==> src/rtl/core_control_regs_pkg.sv <==
// Shared definitions for the core control register file: register indices,
// the per-cycle access kind and its decode helper.
package core_control_regs_pkg;

  localparam logic [4:0] CR_STRAND_ID = 5'd0;
  localparam logic [4:0] CR_CYCLE_LO  = 5'd1;
  localparam logic [4:0] CR_CYCLE_HI  = 5'd2;
  localparam logic [4:0] CR_TIMER     = 5'd3;
  localparam logic [4:0] CR_SCRATCH   = 5'd4;
  localparam logic [4:0] CR_IRQ_CLR   = 5'd5;
  localparam logic [4:0] CR_TEST      = 5'd7;
  localparam logic [4:0] CR_HALT_SELF = 5'd28;
  localparam logic [4:0] CR_RESUME    = 5'd29;
  localparam logic [4:0] CR_STRAND_EN = 5'd30;
  localparam logic [4:0] CR_HALT_ALL  = 5'd31;

  typedef enum logic [1:0] {
    ACC_IDLE  = 2'd0,
    ACC_READ  = 2'd1,
    ACC_WRITE = 2'd2
  } cr_access_e;

  // A simultaneous read and write is treated as a write; the read is dropped.
  function automatic cr_access_e cr_access(input logic read_en, input logic write_en);
    if (write_en) begin
      return ACC_WRITE;
    end else if (read_en) begin
      return ACC_READ;
    end else begin
      return ACC_IDLE;
    end
  endfunction

endpackage

==> src/rtl/core_control_regs_if.sv <==
// Execute-stage access port of the control register file.
interface core_control_regs_if #(
  parameter int NUM_STRANDS = 4
);
  localparam int STRAND_IDX_W = $clog2(NUM_STRANDS);

  logic [STRAND_IDX_W-1:0] ex_strand;
  logic [4:0]              cr_index;
  logic                    cr_read_en;
  logic                    cr_write_en;
  logic [31:0]             cr_write_value;
  logic [31:0]             cr_read_value;

  modport master (
    output ex_strand,
    output cr_index,
    output cr_read_en,
    output cr_write_en,
    output cr_write_value,
    input  cr_read_value
  );

  modport slave (
    input  ex_strand,
    input  cr_index,
    input  cr_read_en,
    input  cr_write_en,
    input  cr_write_value,
    output cr_read_value
  );

endinterface

==> src/rtl/core_control_regs_cr_timer.sv <==
// Countdown timer with a level interrupt: set on the 1->0 step, cleared on request.
module core_control_regs_cr_timer (
  input  logic        clk,
  input  logic        reset,
  input  logic        load,
  input  logic [31:0] load_value,
  input  logic        clear,
  output logic        irq,
  output logic [31:0] count
);

  logic [31:0] count_r;
  logic        irq_r;
  logic        expire_s;

  // A load at the same edge suppresses both the decrement and the expiry.
  assign expire_s = !load && (count_r == 32'd1);

  always_ff @(posedge clk) begin
    if (reset) begin
      count_r <= 32'd0;
      irq_r   <= 1'b0;
    end else begin
      if (load) begin
        count_r <= load_value;
      end else if (count_r != 32'd0) begin
        count_r <= count_r - 32'd1;
      end else begin
        count_r <= count_r;
      end
      // Expiry beats a clear landing on the same edge.
      if (expire_s) begin
        irq_r <= 1'b1;
      end else if (clear) begin
        irq_r <= 1'b0;
      end else begin
        irq_r <= irq_r;
      end
    end
  end

  assign count = count_r;
  assign irq   = irq_r;

endmodule

==> src/rtl/core_control_regs.sv <==
// Per-core control register file: strand ID, scratch, 64-bit cycle counter with
// high-word shadow, countdown timer and strand enable/halt/resume.
module core_control_regs
  import core_control_regs_pkg::*;
#(
  parameter int CORE_ID     = 0,
  parameter int NUM_STRANDS = 4
) (
  input  logic                   clk,
  input  logic                   reset,
  core_control_regs_if.slave     cr,
  output logic [NUM_STRANDS-1:0] strand_enable,
  output logic                   timer_irq,
  output logic                   core_halted
);

  localparam int STRAND_IDX_W = $clog2(NUM_STRANDS);
  localparam logic [NUM_STRANDS-1:0] EN_RESET = {{(NUM_STRANDS-1){1'b0}}, 1'b1};
  localparam logic [NUM_STRANDS-1:0] EN_NONE  = {NUM_STRANDS{1'b0}};

  logic [63:0]             cycle_r;
  logic [31:0]             shadow_r;
  logic [31:0]             scratch_r [NUM_STRANDS];
  logic [31:0]             test_r;
  logic [31:0]             read_value_r;
  logic [NUM_STRANDS-1:0]  strand_enable_r;
  logic                    core_halted_r;

  cr_access_e              access_s;
  logic                    wr_s;
  logic                    rd_s;
  logic [31:0]             read_mux_s;
  logic [31:0]             strand_id_s;
  logic [31:0]             timer_count_s;
  logic [STRAND_IDX_W-1:0] strand_s;

  assign access_s    = cr_access(cr.cr_read_en, cr.cr_write_en);
  assign wr_s        = (access_s == ACC_WRITE);
  assign rd_s        = (access_s == ACC_READ);
  assign strand_s    = cr.ex_strand;
  assign strand_id_s = (32'(CORE_ID) << STRAND_IDX_W) | 32'(strand_s);

  core_control_regs_cr_timer u_timer (
    .clk        (clk),
    .reset      (reset),
    .load       (wr_s && (cr.cr_index == CR_TIMER)),
    .load_value (cr.cr_write_value),
    .clear      (wr_s && (cr.cr_index == CR_IRQ_CLR)),
    .irq        (timer_irq),
    .count      (timer_count_s)
  );

  // Write-only and unmapped indices fall through to zero.
  always_comb begin
    read_mux_s = 32'd0;
    case (cr.cr_index)
      CR_STRAND_ID: read_mux_s = strand_id_s;
      CR_CYCLE_LO:  read_mux_s = cycle_r[31:0];
      CR_CYCLE_HI:  read_mux_s = shadow_r;
      CR_TIMER:     read_mux_s = timer_count_s;
      CR_SCRATCH:   read_mux_s = scratch_r[strand_s];
      CR_TEST:      read_mux_s = test_r;
      CR_STRAND_EN: read_mux_s = 32'(strand_enable_r);
      default:      read_mux_s = 32'd0;
    endcase
  end

  always_ff @(posedge clk) begin
    if (reset) begin
      cycle_r      <= 64'd0;
      shadow_r     <= 32'd0;
      test_r       <= 32'd0;
      read_value_r <= 32'd0;
      for (int i = 0; i < NUM_STRANDS; i++) begin
        scratch_r[i] <= 32'd0;
      end
    end else begin
      cycle_r <= cycle_r + 64'd1;
      if (rd_s) begin
        read_value_r <= read_mux_s;
        // Snapshot the pre-increment high word alongside the returned low word.
        if (cr.cr_index == CR_CYCLE_LO) begin
          shadow_r <= cycle_r[63:32];
        end else begin
          shadow_r <= shadow_r;
        end
      end else begin
        read_value_r <= read_value_r;
        shadow_r     <= shadow_r;
      end
      if (wr_s && (cr.cr_index == CR_SCRATCH)) begin
        scratch_r[strand_s] <= cr.cr_write_value;
      end else begin
        scratch_r[strand_s] <= scratch_r[strand_s];
      end
      if (wr_s && (cr.cr_index == CR_TEST)) begin
        test_r <= cr.cr_write_value;
      end else begin
        test_r <= test_r;
      end
    end
  end

  always_ff @(posedge clk) begin
    if (reset) begin
      strand_enable_r <= EN_RESET;
      core_halted_r   <= 1'b0;
    end else begin
      core_halted_r <= (strand_enable_r == EN_NONE);
      if (wr_s) begin
        case (cr.cr_index)
          CR_HALT_SELF: strand_enable_r[strand_s] <= 1'b0;
          CR_RESUME:    strand_enable_r <= strand_enable_r | cr.cr_write_value[NUM_STRANDS-1:0];
          CR_STRAND_EN: strand_enable_r <= cr.cr_write_value[NUM_STRANDS-1:0];
          CR_HALT_ALL:  strand_enable_r <= EN_NONE;
          default:      strand_enable_r <= strand_enable_r;
        endcase
      end else begin
        strand_enable_r <= strand_enable_r;
      end
    end
  end

  assign cr.cr_read_value = read_value_r;
  assign strand_enable    = strand_enable_r;
  assign core_halted      = core_halted_r;

endmodule

==> src/flat_wrapper.sv <==
// flat-port wrapper written by rule: the top's interface ports become plain ports
module core_control_regs_flat import core_control_regs_pkg::*;
#(
  parameter int CORE_ID     = 0,
  parameter int NUM_STRANDS = 4
)
  (clk, reset, strand_enable, timer_irq, core_halted, cr_ex_strand, cr_cr_index, cr_cr_read_en, cr_cr_write_en, cr_cr_write_value, cr_cr_read_value);
  core_control_regs_if #(.NUM_STRANDS(NUM_STRANDS)) cr_i ();
  input  logic clk;
  input  logic reset;
  output logic [NUM_STRANDS-1:0] strand_enable;
  output logic timer_irq;
  output logic core_halted;
  input wire logic [$bits(cr_i.ex_strand)-1:0] cr_ex_strand;
  input wire logic [$bits(cr_i.cr_index)-1:0] cr_cr_index;
  input wire logic [$bits(cr_i.cr_read_en)-1:0] cr_cr_read_en;
  input wire logic [$bits(cr_i.cr_write_en)-1:0] cr_cr_write_en;
  input wire logic [$bits(cr_i.cr_write_value)-1:0] cr_cr_write_value;
  output wire logic [$bits(cr_i.cr_read_value)-1:0] cr_cr_read_value;
  assign cr_i.ex_strand = cr_ex_strand;
  assign cr_i.cr_index = cr_cr_index;
  assign cr_i.cr_read_en = cr_cr_read_en;
  assign cr_i.cr_write_en = cr_cr_write_en;
  assign cr_i.cr_write_value = cr_cr_write_value;
  assign cr_cr_read_value = cr_i.cr_read_value;
  core_control_regs #(.CORE_ID(CORE_ID), .NUM_STRANDS(NUM_STRANDS)) u_core (.clk(clk), .reset(reset), .cr(cr_i), .strand_enable(strand_enable), .timer_irq(timer_irq), .core_halted(core_halted));
endmodule
==> config.mk <==
export PLATFORM = sky130hd
export DESIGN_NAME = core_control_regs_flat
export DESIGN_NICKNAME = d
export VERILOG_FILES = /design/src/rtl/core_control_regs_pkg.sv /design/src/rtl/core_control_regs_if.sv /design/src/rtl/core_control_regs_cr_timer.sv /design/src/rtl/core_control_regs.sv /design/src/flat_wrapper.sv
export SDC_FILE = /design/constraint.sdc
export NUM_CORES = 1
export LEC_CHECK = 0
export ABC_CLOCK_PERIOD_IN_PS = 3000
export CAP_MARGIN = 10
export CORE_MARGIN = 3
export CORE_UTILIZATION = 25
export CTS_CLUSTER_SIZE = 8
export DETAILED_ROUTE_END_ITERATION = 10
export HOLD_SLACK_MARGIN = 0.05
export PLACE_DENSITY = 0.46
export SYNTH_ARGS = -nofsm -noshare
export SYNTH_HDL_FRONTEND = slang
export SYNTH_SLANG_ARGS = --single-unit
==> constraint.sdc <==
create_clock -name clk -period 3 [get_ports clk]
set_clock_uncertainty 0.15 [all_clocks]
set_input_delay 0.6 -clock clk [delete_from_list [all_inputs] [get_ports clk]]
set_output_delay 0.6 -clock clk [all_outputs]
set_load 0.1 [all_outputs]
After elaboration in Yosys (flattened, before gate mapping)
Memory sizes are Yosys's and may differ from the RTL's.
Cells that the tools add are included.
- output and inout bits: 38
- register bits after elaboration: 198
- memories kept: 1
- bits in writable memories: 128
- memory list (name ; words ; bits a word ; read ports ; clocked after memory_dff ; wr ports ; RTL line ; source):
    u_core.scratch_r ; 4 ; 32 ; 1 ; 0 ; 4 ; core_control_regs.sv:23 ; logic [31:0] scratch_r [NUM_STRANDS];
- muxes and demuxes: 22
- equality and inequality tests: 13
- reductions and logical operators: 16
- add/subtract/negate cells: 2
- order comparisons: 2
- bitwise logic cells: 4
- operators with widths (kind ; count):
    32-bit case mux with 7 select lines ; 1
    32-bit two-way mux ; 4
    64-bit by 1-bit adder with 64-bit output, second input constant ; 1
    32-bit by 1-bit equality test with 1-bit output, second input constant ; 1
    32-bit nonzero test ; 1
    32-bit OR reduction ; 1
    32-bit by 1-bit subtractor with 32-bit output, second input constant ; 1
    5-bit equality test, second input constant ; 4
    4-bit case mux with 4 select lines ; 1
    5-bit by 3-bit equality test with 1-bit output, second input constant ; 3
    1-bit two-way mux ; 13
    5-bit by 2-bit equality test with 1-bit output, second input constant ; 2
    1-bit logical AND ; 6
    5-bit by 1-bit equality test with 1-bit output, second input constant ; 1
    5-bit logical NOT ; 1
    4-bit AND ; 1
    4-bit logical NOT ; 1
    2-bit two-way mux ; 2
    4-bit NOT ; 1
    4-bit OR ; 1
    2-bit AND reduction ; 2
    2-bit nonzero test ; 2
    4-bit nonzero test ; 1
    2-bit by 3-bit less-than comparator with 1-bit output, second input constant ; 1
    other kinds (6) ; 6

Longest topological paths before layout
Gate-level depths: netlist (run 1).
- depth in word-level cells: 10
- depth in mapped cells: 9
- mapped depth without buffers: 7

Hierarchy
A second synthesis (run 1) with hierarchy kept.
- cell total of the unflattened synthesis: 1544
- area total of the unflattened synthesis: 15117.0 um2
- modules (own cells, without submodules) (module ; instances ; area an instance (um2) ; cells an instance ; sequential area each (um2)):
    core_control_regs ; 1 ; 13148.9 ; 1311 ; 7146.9
    core_control_regs_cr_timer ; 1 ; 1968.1 ; 233 ; 660.6

Least setup slack after synthesis (run 1)
OpenSTA, ideal clock, no wires.
- kind: input port to flip-flop
- start: input port cr_ex_strand[0]
- end: memory u_core.scratch_r[1][0] (enable)
- stages on the path: 4
- arrival time: 2214 ps
- library setup time: 375 ps
- required time: 2475 ps
- path slack: 261 ps
- path buffers: 2
- cell sequence: buf_1 -> buf_2 -> nor2b_1 -> or2_2
- RTL lines (element ; RTL line ; source):
    start: declaration ; flat_wrapper.sv:14 ; input wire logic [$bits(cr_i.ex_strand)-1:0] cr_ex_strand;
    end: declaration ; core_control_regs.sv:23 ;

Worst setup path in the final report (run 1)
- start: register u_core.cycle_r[21]
- end: register u_core.cycle_r[56]
- cells in the longest elaborated chain, start to end: 1
- RTL lines (element ; RTL line ; source):
    start: declaration ; core_control_regs.sv:21 ; logic [63:0] cycle_r;
    start signal: assignment ; core_control_regs.sv:78 ; cycle_r <= cycle_r + 64'd1;
    64-bit by 1-bit adder with 64-bit output ; core_control_regs.sv:78 ;
No other way between the ends.
A chain may end at the register's enable or synchronous reset.

==> out/qor.yml, run 1 <==
outcome:
  status: "completed"
worst_setup_path:
  rr_startpoint: "u_core.cycle_r[21]"
  cp-start-kind: "flip-flop"
  cp.required_ns: 3.33
  crit_fanout: 29
  cp-startpoint: "u_core.cycle_r[21]"
  worstPathArrival_ns: 3.07
  cp-end-kind: "flip-flop"
  critPathKind: "flip-flop to flip-flop"
routing:
  via_count: 11900
  wirelength_um: 48200
  routed_via_density: 5.00
  drt-initial-drc-count: 756
  drc: 0
  wire_per_inst_um: 20.2
  drt_pass1_iterations: 5
  ant_nets: 0
power_and_ir_drop:
  power.internal_mw: 8.96
  net-switching-power_mw: 3.81
  swShare: 0.298
  p_leak_nw: 6.40
  power_density_mw_per_mm2: 696
  p_seq_frac: 0.416
  clkPwrFrac: 0.378
  power_frac_comb: 0.206
  power.ir.vdd_worst_mv: 0.382
synth:
  synth_area_leader_cell: "dfxtp_1"
  yosysUniqueCellTypes: 59
  syn_area_sq_mm: 0.0151
  synth_edf_count: 128
  ys_async_sr_fraction: 0
  synth_compound_area_frac: 0.148
  ys_warn_count: 0
  synth_nets: 1553
  synthAdderAreaFrac: 0.00249
  synthMuxAreaShare: 0.0564
  syn-instance-count: 1507
  synth-simple-area-share: 0.210
  synth_area_leaders: "dfxtp_1 26%, edfxtp_1 26%, nand2_1 5.6%"
  synth_ff_type: "dfxtp_1"
  synthXorXnorAreaFrac: 0.0332
  synth-seq-area-share: 0.519
  synth.avg_cell_area_sq_um: 9.99
  synth_top_family_by_area: "simple AND/OR/NAND/NOR gates"
  yosys.area.top_type_share: 0.263
  ys_seq_elements: 326
global_routing:
  grt_pass1_vias: 11700
  antenna_found_initial: 0
  grt_overflow: 0
  grt.total_usage: 0.150
  grt_max_degree: 111
  grt_pass1_wl_um: 74200
min_path:
  hp-class: "flip-flop to flip-flop"
  min_from: "u_core.test_r[15]"
finish:
  syn2layout_area_growth_pct: 21.9
  finalNonFillerCells: 2382
  layout-drive-gt1-share: 0.139
  antenna_cells: 0
  fin_nets: 1634
floorplan:
  coreArea_sq_mm: 0.0594
  dieHeight_um: 251
  fp.dieW_um: 251
  die_area_sq_mm: 0.0632
  fp-row-count: 89
  start_util: 0.254
  io_pins: 81
job:
  cap_violations: 0
sta:
  drv_slew: 0
  rsz0062_at_grt: "false"
  slew_headroom: 0.620
  min_period_ns: 2.74
  tns_ns: 0
  setup_viol: 0
  worstMarginPinSlew_ns: 0.570
  fmax_ghz: 0.365
  finalCritPeriodShare: 0.913
  hold_viol_final: 0
clock_network:
  root_buffer: "clkbuf_16"
  clkSlewWorstSetupHoldPaths_ns: 0.05
  clock_path_buffers: 3
  htreeDepth: 2
  cts.repair.resized: 0
  postCtsSetupBuffers: 0
  clkSinkCount: 326
  clkLatencyLatePin_ns: 0.56
  tritoncts: "yes"
  cts-hold-fix-buffers: 0
  cts_buffers: 46
place:
  port_buffers: 80
  place.gp.congestion: 0.827
  dp_hpwl_um: 33400
  dp.cells: 2313
-- cells in the mapped netlist (28+ instances only) --
cell type / instances
a21oi_1: 142
and2_1: 99
clkbuf_1: 100
nand3_1: 75
a22o_1: 85
edfxtp_1: 128
a221o_1: 28
nor2_1: 68
mux4_2: 34
or3_1: 29
o21ai_0: 33
xor2_1: 33
dfxtp_1: 198
nand2_1: 224
-- worst max-delay path: stages, from the launching register on --
cell	delay, ns
dfxtp_1	0.45
nand4_1	0.24
or4_1	0.61
or4_4	0.61
or4_1	0.45
a21oi_1	0.14
-- stage by stage --
stage / power, mW / setup WS [ns] / hold WS [ns] / utilization / area [sq um]
after global placement: 8.01 / 0.155 / 0.291 / 0.287 / 17100
after detailed placement: 8.02 / 0.115 / 0.296 / 0.287 / 17100
after floorplan: 7.01 / 0.261 / 0.283 / - / 15100
after CTS: 12.9 / 0.263 / 0.272 / 0.309 / 18400
final: 12.8 / 0.262 / 0.303 / 0.309 / 18400
after global routing: 13.4 / 0.0897 / 0.311 / 0.309 / 18400
-- power by group through the flow --
stage | sequential (mW) | combinational [mW] | clock [mW]
finish | 5.31 | 2.64 | 4.82
global placement | 5.39 | 2.62 | 0
global route | 5.35 | 2.90 | 5.12
floorplan | 5.28 | 1.74 | 0
detailed placement | 5.39 | 2.63 | 0
CTS | 5.30 | 2.65 | 4.95
-- cell usage in the layout (no fill, tap or decap), types with 4 or more instances in the layout --
cell type          n
a211oi_1           5
buf_12            19
nor2b_2            4
clkdlybuf4s50_1   39
inv_1              7
nor3_1            19
or4_1             13
or3_1             29
xnor2_1           24
a22o_1            85
o31ai_1            8
nand2_1          224
nand3_1           75
and4_1             8
a222oi_1           5
edfxtp_1         128
mux4_2            34
and3_1            14
nand4_1           24
dfxtp_1          198
a221o_1           28
nor2b_1            7
buf_4             89
nand4b_1           4
nor2_1            65
or2_2              7
clkbuf_16         47
clkbuf_1          19
o21ai_0           33
a21oi_1          142
o21ai_1            7
nor4_1            11
xor2_1            33
and2_1            99
mux2i_1            5
-- flip-flops by register name (all words and copies together), names as in the netlist --
| signal | cells |
|---|---|
| u_core.strand_enable | 4 |
| u_core.core_halted | 1 |
| u_core.shadow_r | 32 |
| u_core.u_timer.count | 32 |
| u_core.u_timer.irq | 1 |
| u_core.cycle_r | 64 |
| u_core.scratch_r | 128 |
| u_core.test_r | 32 |
| u_core.cr.cr_read_value | 32 |
-- cell type report --
class	instances	area [sq um]
Timing Repair Buffer	150	1460
Sequential cell	326	7810
Multi-Input combinational cell	1057	6800
Clock inverter	2	28.8
Clock buffer	67	1260
Fill cell	6055	41000
Inverter	7	26.3
Tap cell	773	967
-- routing by layer --
metal  GRT usage  wire length, um
met1       0.201            21900
met5           0                0
met2       0.255            23400
met3      0.0244             2030
met4      0.0348              853
-- kinds of logic after synthesis --
family                   count (synthesis)
multiplexers                            42
buffers and inverters                  124
AND/OR/NAND/NOR                        625
adder cells (fa/ha/maj)                  3
AO/OA/AOI/OAI                          330
XOR/XNOR                                57
flip-flops                             326
-- final timing paths --
check | depth (start not counted) | slack, ns | end
max | 5 | 0.26 | u_core.cycle_r[56]
min | 2 | 0.30 | u_core.test_r[15]
max reg2reg | 5 | 0.26 | u_core.cycle_r[56]
min reg2reg | 2 | 0.30 | u_core.test_r[15]
Note: power is estimated with default switching activity, not from simulation.
==> run 2, diff against run 1 <==
- HOLD_SLACK_MARGIN: 0.05 -> 0.02
- SKIP_LAST_GASP: unset -> 1
==> results of run 2 <==
Final layout, timing and power as in run 1 (identical DEF).
==> run 3, diff against run 2 <==
- ABC_CLOCK_PERIOD_IN_PS: 3000 -> 2250
- PLACE_DENSITY: 0.46 -> 0.47
- clock period: 3 -> 2.25 ns (I/O delays scaled with it)
==> out/qor.yml, run 3 (synthesized netlist as in run 1, its figures left out) <==
place:
  place.gp.congestion: 0.821  # -0.69%
  dp_hpwl_um: 36000  # +7.7%
  port_buffers: 80  # unchanged
power_and_ir_drop:
  power.internal_mw: 13.2  # +47%
  power_frac_comb: 0.298  # +0.092
  net-switching-power_mw: 5.63  # +48%
  p_seq_frac: 0.365  # -0.051
  clkPwrFrac: 0.337  # -0.041
  power.ir.vdd_worst_mv: 0.619  # +62%
  swShare: 0.300  # +0.00128
  p_leak_nw: 7.44  # +16%
  power_density_mw_per_mm2: 933  # +34%
worst_setup_path:
  crit_fanout: 4  # -86%
  critPathKind: "flip-flop to flip-flop"
  worstPathCellList: "or4_4 > or4_4 > or3_4 > a211o_1 > a21oi_1"
  cp.required_ns: 2.59  # -0.74 ns
  cp_slowest_cell: "or4_4"
  cp-end-kind: "flip-flop"
  cp-start-kind: "flip-flop"
  slowest_delay_ns: 0.55  # -0.06 ns
  cp_common_cell: "or4_4"
  worstPathArrival_ns: 2.79  # -0.28 ns
floorplan:
  die_area_sq_mm: 0.0632  # unchanged
  start_util: 0.254  # unchanged
  fp-row-count: 89  # unchanged
  dieHeight_um: 251  # unchanged
  io_pins: 81  # unchanged
  fp.dieW_um: 251  # unchanged
  coreArea_sq_mm: 0.0594  # unchanged
finish:
  fin_nets: 1802  # +10%
  register_area_sq_mm: 0.00783  # +0.27%
  layout_commonest_cell: "buf_4"
  reg_top3: "u_core.scratch_r (128), u_core.cycle_r (64)"
  fillCellCount: 6023  # -0.53%
  final_cell_mix: "230 x buf_4, 224 x nand2_1, 185 x dfxtp_1"
  largest_register_ffs: 128  # unchanged
  largest_register: "u_core.scratch_r"
  layout-drive-gt1-share: 0.259  # +0.120
  multi_input_area_sq_mm: 0.00712  # +4.7%
  fin_util: 0.339  # +0.0300
  antenna_cells: 0  # unchanged
  syn2layout_area_growth_pct: 33.7
routing:
  wire_per_inst_um: 19.8  # -2.1%
  drc: 0  # unchanged
  ant_nets: 0  # unchanged
  drt_pass1_iterations: 6  # +1
  via_count: 12700  # +6.5%
  wirelength_um: 50600  # +5.0%
  routed_via_density: 4.97  # -0.66%
  drt-initial-drc-count: 879  # +16%
clock_network:
  clkSinkCount: 326  # unchanged
  clkSlewWorstSetupHoldPaths_ns: 0.05  # about the same
  htreeDepth: 2  # unchanged
  tritoncts: "yes"
  root_buffer: "clkbuf_16"
  clkLatencyLatePin_ns: 0.56  # about the same
  clock_path_buffers: 3  # unchanged
  cts_buffers: 46  # unchanged
sta:
  fmax_ghz: 0.407  # +12%
  drv_slew: 0  # unchanged
  worstMarginPinSlew_ns: 0.707  # +0.137 ns
  hold_viol_final: 0  # unchanged
  rsz0062_at_grt: "true"
  hold_ws_ns: 0.153  # -0.150 ns
  fin_ws_ns: -0.204  # -0.467 ns
  min_period_ns: 2.45  # -0.283 ns
  finalCritPeriodShare: 1.09  # +0.178
  setup_viol: 54  # +54
  slew_headroom: 0.526  # -0.0935
outcome:
  violations: "setup timing"
  status: "finished with violations"
job:
  cap_violations: 0  # unchanged
global_routing:
  grt_pass1_wl_um: 76900  # +3.6%
  grt_overflow: 0  # unchanged
  antenna_found_initial: 2  # +2
  grt.total_usage: 0.157  # +0.00639
  grt_pass1_vias: 12800  # +9.0%
  grt_max_degree: 71  # -36%
min_path:
  hp-class: "input port to flip-flop"
-- run 3: cell types whose count changed in the layout (fill, tap and decap cells not counted), moves of 13 or more --
cell	delta
dfxtp_1	-13
buf_12	+13
o21ai_2	+13
buf_4	+141
o21ai_0	-19
-- run 3: final timing paths --
| path | startpoint | endpoint | slack, ns | depth (start not counted) |
|---|---|---|---|---|
| setup / recovery | u_core.u_timer.count[25] | u_core.u_timer.count[1] | -0.20 | 5 |
| hold / removal | reset | u_core.test_r[21] | 0.15 | 2 |
| hold reg to reg | u_core.test_r[31] | u_core.test_r[31] | 0.30 | 2 |
| setup reg to reg | u_core.u_timer.count[25] | u_core.u_timer.count[1] | -0.20 | 5 |
-- run 3: metal layers --
layer  vias up  GRT usage  part of all wire
li1       6029          -                 -
met1      6302      0.206              0.44
met2       277      0.268              0.49
met3        69     0.0251             0.049
met4         0     0.0424             0.021
met5         -          0                 0
-- run 3: what timing repair did --
item                                    in CTS  in global routing
pin swaps                                   14                 31
gates resized for setup                     25                 45
endpoints found under the setup margin      47                128
endpoints found under the hold margin        0                  0
hold buffers                                 0                  0
buffers inserted                             5                  8
gates cloned                                 1                  1
-- run 3: per-stage QoR --
stage          cells  setup slack (ns)  total power, mW  TNS (ns)  area (sq um)
2_1_floorplan   1507            -0.114             9.63     -3.96         15200
3_3_place_gp    2467            -0.532             11.8    -97.45         18500
3_5_place_dp    2467            -0.534             11.9   -100.65         18500
4_1_cts         2545            -0.212             18.6     -5.60         19900
5_1_grt         2553            -0.264             19.6     -9.26         20100
6_report        2553            -0.204             18.8     -5.59         20100
-- run 3: cell type report --
class | instances | share of cell area
inverter | 7 | 0.00130
multi-input combinational | 1059 | 0.354
sequential | 326 | 0.389
tap | 773 | 0.0480
clock inverter | 2 | 0.00180
clock buffer | 70 | 0.0616
timing repair buffer | 316 | 0.145
-- run 3: power by group through the flow --
stage	Sequential [mW]	Clock [mW]	Combinational, mW
final	6.86	6.34	5.59
after global routing	6.90	6.74	6.00
after CTS	6.85	6.51	5.20
after detailed placement	6.97	0	4.92
after global placement	6.95	0	4.89
after floorplan	7.04	0	2.58
-- run 3: critical path, delay by kind of cell (launching register included) --
| kind | cells | cell delay [ns] |
|---|---|---|
| compound gates | 2 | 0.38 |
| simple gates | 3 | 1.55 |
| flops | 1 | 0.32 |
